[config.mk]
export PLATFORM = sky130hd
export DESIGN_NAME = moore_seq_detector
export DESIGN_NICKNAME = d
export VERILOG_FILES = /design/src/rtl/moore_det_pkg.sv /design/src/rtl/seq_prefix_match.sv /design/src/rtl/moore_seq_detector.sv
export SDC_FILE = /design/constraint.sdc
export NUM_CORES = 1
export LEC_CHECK = 0
export CORE_UTILIZATION = 50
export CTS_CLUSTER_SIZE = 12
export DETAILED_ROUTE_END_ITERATION = 8
export HOLD_SLACK_MARGIN = 0.08
export PLACE_DENSITY = 0.73
export SLEW_MARGIN = 20
export SYNTH_ARGS = -nofsm -noshare
export SYNTH_HDL_FRONTEND = slang
export SYNTH_SLANG_ARGS = --single-unit
export TNS_END_PERCENT = 10
[constraint.sdc]
create_clock -name clk -period 3.1 [get_ports clk]
set_input_delay 0.62 -clock clk [delete_from_list [all_inputs] [get_ports clk]]
set_output_delay 0.62 -clock clk [all_outputs]
set_load 0.01 [all_outputs]
[src/rtl/moore_det_pkg.sv]
// Shared constants and helpers for the Moore sequence detector.
package moore_det_pkg;

  localparam int unsigned PAT_W_MIN = 2;
  localparam int unsigned PAT_W_MAX = 8;
  localparam int unsigned CNT_W_MIN = 1;
  localparam int unsigned CNT_W_MAX = 16;

  // Bits needed to hold a prefix length in 0..pat_w.
  function automatic int unsigned len_w(input int unsigned pat_w);
    return $clog2(pat_w + 1);
  endfunction

endpackage

[src/rtl/seq_prefix_match.sv]
// Longest suffix of (history + x) that equals a prefix of the pattern.
module seq_prefix_match
  import moore_det_pkg::*;
#(
  parameter int unsigned PAT_W = 4,
  localparam int unsigned LW = len_w(PAT_W)
) (
  input  logic [PAT_W-1:0] pat,
  input  logic [PAT_W-2:0] hist,
  input  logic [LW-1:0]    hist_len,
  input  logic             x,
  output logic [LW-1:0]    match_len_c
);

  // seq[0] is the newest bit, so a k-bit candidate is seq[k-1:0] read MSB-first.
  logic [PAT_W-1:0] seq;
  logic [PAT_W-1:0] mask;

  assign seq = {hist, x};

  always_comb begin
    match_len_c = '0;
    mask        = '0;
    for (int unsigned k = 1; k <= PAT_W; k++) begin
      if (k <= 32'(hist_len) + 32'd1) begin
        mask = PAT_W'((32'd1 << k) - 32'd1);
        if ((seq & mask) == (pat >> (PAT_W - k))) begin
          match_len_c = LW'(k);
        end
      end
    end
  end

endmodule

[src/rtl/moore_seq_detector.sv]
// Programmable serial pattern detector; state is the matched prefix length.
module moore_seq_detector
  import moore_det_pkg::*;
#(
  parameter int unsigned PAT_W = 4,
  parameter int unsigned CNT_W = 8
) (
  input  logic             clk,
  input  logic             rst_n,
  input  logic             en,
  input  logic             x,
  input  logic             load,
  input  logic [PAT_W-1:0] pat_in,
  input  logic             overlap,
  output logic             y1,
  output logic             y2,
  output logic [CNT_W-1:0] match_cnt,
  output logic             cnt_sat
);

  localparam int unsigned LW = len_w(PAT_W);
  localparam logic [LW-1:0] L_MATCH = LW'(PAT_W);
  localparam logic [LW-1:0] L_ARMED = LW'(PAT_W - 1);

  if (PAT_W < PAT_W_MIN || PAT_W > PAT_W_MAX) begin : g_bad_pat_w
    $error("moore_seq_detector: PAT_W out of range 2..8");
  end
  if (CNT_W < CNT_W_MIN || CNT_W > CNT_W_MAX) begin : g_bad_cnt_w
    $error("moore_seq_detector: CNT_W out of range 1..16");
  end

  logic [PAT_W-1:0] pat_q, pat_nxt;
  logic [PAT_W-2:0] hist_q, hist_nxt;
  logic [LW-1:0]    len_q, len_nxt;
  logic [LW-1:0]    eff_len;
  logic [LW-1:0]    match_len_c;
  logic [CNT_W-1:0] cnt_nxt;

  // Leaving MATCH without overlap restarts from an empty history.
  assign eff_len = (len_q == L_MATCH && !overlap) ? '0 : len_q;

  seq_prefix_match #(.PAT_W(PAT_W)) u_match (
    .pat         (pat_q),
    .hist        (hist_q),
    .hist_len    (eff_len),
    .x           (x),
    .match_len_c (match_len_c)
  );

  always_ff @(posedge clk or negedge rst_n) begin
    if (!rst_n) begin
      pat_q     <= '1;
      hist_q    <= '0;
      len_q     <= '0;
      match_cnt <= '0;
      y1        <= 1'b0;
      y2        <= 1'b0;
      cnt_sat   <= 1'b0;
    end else begin
      pat_q     <= pat_nxt;
      hist_q    <= hist_nxt;
      len_q     <= len_nxt;
      match_cnt <= cnt_nxt;
      y1        <= (len_nxt == L_MATCH);
      y2        <= (len_nxt == L_ARMED);
      cnt_sat   <= &cnt_nxt;
    end
  end

  // Load takes priority over sampling; otherwise advance only when enabled.
  always_comb begin
    pat_nxt  = pat_q;
    hist_nxt = hist_q;
    len_nxt  = len_q;
    cnt_nxt  = match_cnt;
    if (load) begin
      pat_nxt  = pat_in;
      hist_nxt = '0;
      len_nxt  = '0;
      cnt_nxt  = '0;
    end else if (en) begin
      len_nxt  = match_len_c;
      hist_nxt = (PAT_W - 1)'({hist_q, x});
      if (match_len_c == L_MATCH && !(&match_cnt)) begin
        cnt_nxt = match_cnt + CNT_W'(1);
      end
    end
  end

endmodule
==> impl_metrics.env <==
export IMPL_syn_num_nets=130
export IMPL_ctsResizeCount=0
export IMPL_clock_sinks=21
export IMPL_drc=0
export IMPL_postCtsSetupBuffers=0
export IMPL_clk_pin_slew_ns=0.11
export IMPL_drtPass1Iterations=4
export IMPL_clk_latency_ns=0.30
export IMPL_io_pins=21
export IMPL_grt_first_pass_wirelength_mm=4.04
export IMPL_area_growth_pct=21.1
export IMPL_p_leak_nw=0.668
export IMPL_cp_arrival_ns=2.82
export IMPL_cts_max_level=1
export IMPL_drt_iter0_drc=21
export IMPL_yosysSeqAreaShare=0.440
export IMPL_busiest_layer="met2"
export IMPL_stdcell_area_sq_mm=0.00146
export IMPL_grt_use_met2=0.338
export IMPL_syn_avg_cell_area_sq_um=10.1
export IMPL_cts_made_buffers=3
export IMPL_synth_top_cells_by_count="17 x dfrtp_1, 17 x nor2_1, 13 x xor2_1"
export IMPL_worst_setup_path_start_kind="input pin"
export IMPL_power_total_uw=497
export IMPL_fmax_ghz=0.389
export IMPL_crit_family="simple AND/OR/NAND/NOR gates"
export IMPL_path_max_fanout=4
export IMPL_cts_tree="done"
export IMPL_synth_area_leaders="dfrtp_1 35%, xor2_1 9.4%, dfstp_2 8.7%"
export IMPL_finalHoldViolCount=0
export IMPL_avgViaCountPerCell=5.74
export IMPL_die_area_sq_mm=0.00261
export IMPL_syn_inst=119
export IMPL_antenna_left=0
export IMPL_rows=17
export IMPL_antennaDiodeCount=0
export IMPL_skew_ns=0.00176
export IMPL_met3_usage=0.0268
export IMPL_coreArea_sq_mm=0.00223
export IMPL_vias=965
export IMPL_routed_wirelength_mm=2.29
export IMPL_cpMaxStageDelayCell="or4_4"
export IMPL_place_area_sq_mm=0.00143
export IMPL_relSlewSlack=0.390
export IMPL_hpwl_mm=1.69
export IMPL_grt_pass1_vias=929
export IMPL_path_buf_inv=1
export IMPL_postCtsHoldBufs=0
export IMPL_start_util=0.539
export IMPL_synthDistinctLibCells=37
export IMPL_synth_area_sq_mm=0.00120
export IMPL_clock_path_buffers=2
export IMPL_async_flop_share=1.00
export IMPL_fin_nets=152
export IMPL_grt_util_met1=0.274
export IMPL_ys_flop_type="dfrtp_1"
export IMPL_crit_path_cell_trace="clkdlybuf4s50_1 -> xor2_1 -> or4_4 -> or2_4 -> o41ai_1 -> a22oi_1 -> and4bb_1"
export IMPL_grt_remaining_overflow=0
export IMPL_final_setup_tns_ns=0
export IMPL_synth_top_area_share=0.353
export IMPL_crit_type="input pin to flip-flop"
export IMPL_grt_max_degree=22
export IMPL_ys_ff_latch=21
export IMPL_outcome="finished, final reports clean"
export IMPL_min_path_type="flip-flop to flip-flop"
export IMPL_maxSlewViolCount=0
export IMPL_dieHeight_um=51.1
export IMPL_synth_edf_count=0
export IMPL_synth_warnings=0
export IMPL_gr_usage_all_layers=0.210
export IMPL_post_route_period_util=0.829
export IMPL_p_per_area_mw_per_mm2=341
export IMPL_rsz0062_at_grt="no"
export IMPL_required_ns=3.35
export IMPL_antenna_found_initial=0
export IMPL_die_w_um=51.1
export IMPL_ctsRootBufferMaster="clkbuf_4"
export IMPL_gp_congestion=0.858
export IMPL_vdd_drop_max_v=0.000321
export IMPL_cap_violations=0
export IMPL_setup_viol=0
export IMPL_port_buffer_count=20
export IMPL_worst_pin_slew_ns=0.912
export IMPL_max_stage_delay_ns=0.57
export IMPL_synth_top_area_cell="dfrtp_1"
export IMPL_drive_gt1_frac=0.157
export IMPL_layout_min_cycle_time_ns=2.57
export IMPL_crit_path_end_kind="flip-flop"
export IMPL_wl_per_cell_um=13.6
-- cell usage in the layout (no fill, tap or decap), drive strengths merged, types with 2 or more instances in the layout --
cell / n
nor2: 17
mux2i: 4
dfrtp: 17
buf: 4
o41ai: 2
and3: 4
nor3: 3
inv: 2
xnor2: 3
clkbuf: 4
a21oi: 4
a31oi: 2
nand2: 3
mux2: 5
a21o: 2
nand4: 2
dfstp: 4
xor2: 13
clkdlybuf4s50: 20
o21ai: 5
nand3: 4
a211oi: 2
-- tightest hold or removal path, cell delays in order, from the launching register on --
cell and delay (ns):
dfrtp_1 0.39, mux2i_1 0.08, nor2_1 0.08
-- final timing paths --
path,startpoint,end,slack [ns],depth (start not counted)
min reg2reg,hist_q[2],hist_q[2],0.58,2
max,x,cnt_sat,0.53,7
max reg2reg,pat_q[2],cnt_sat,0.77,6
max in group asynchronous,rst_n,match_cnt[3],1.73,1
min in group asynchronous,rst_n,len_q[2],0.82,1
min,hist_q[2],hist_q[2],0.58,2
-- kinds of logic (layout without fill, tap and decap cells) --
kind of cell	count (synthesis)	in the layout	share of synthesized area
AOI/OAI and AO/OA	21	21	0.114
xor gates and xnor gates	16	16	0.116
adders and majority gates	1	1	0.0104
buffers and inverters	9	30	0.0374
DFF	21	21	0.440
muxes	9	9	0.0800
and+or+nand+nor	42	42	0.201
-- state kept, by name (all words and copies together), names as in the netlist --
register	count
match_cnt	8
y1	1
len_q	3
cnt_sat	1
hist_q	3
y2	1
pat_q	4
-- routing by layer --
layer | share of wire | vias to the layer above
met5 | 0 | -
met4 | 0.014 | 0
met3 | 0.044 | 4
met2 | 0.49 | 28
met1 | 0.45 | 469
li1 | - | 464
-- power by group --
part / switching [mW] / total, mW / internal, mW
registers: 0.0122 / 0.298 / 0.286
logic: 0.0328 / 0.0678 / 0.0351
clock network: 0.0810 / 0.131 / 0.0502
-- final cells by class --
type	count	area (sq um)
flip-flops and latches	21	531
repair buffers	24	230
inverters	2	7.51
clock buffers	4	26.3
multi-input cells	89	629
well taps	28	35.0
fillers	195	774
-- through the flow --
step                worst slack [ns]  hold WS, ns  std cells  utilization
finish                         0.530        0.582        168        0.653
global route                   0.498        0.647        168        0.653
CTS                            0.573        0.594        168        0.653
detailed placement             0.246        0.563        164        0.641
global placement               0.300        0.541        164        0.641
floorplan                      0.697        0.324        119            -
No activity file was read; power rests on OpenSTA's default activity.
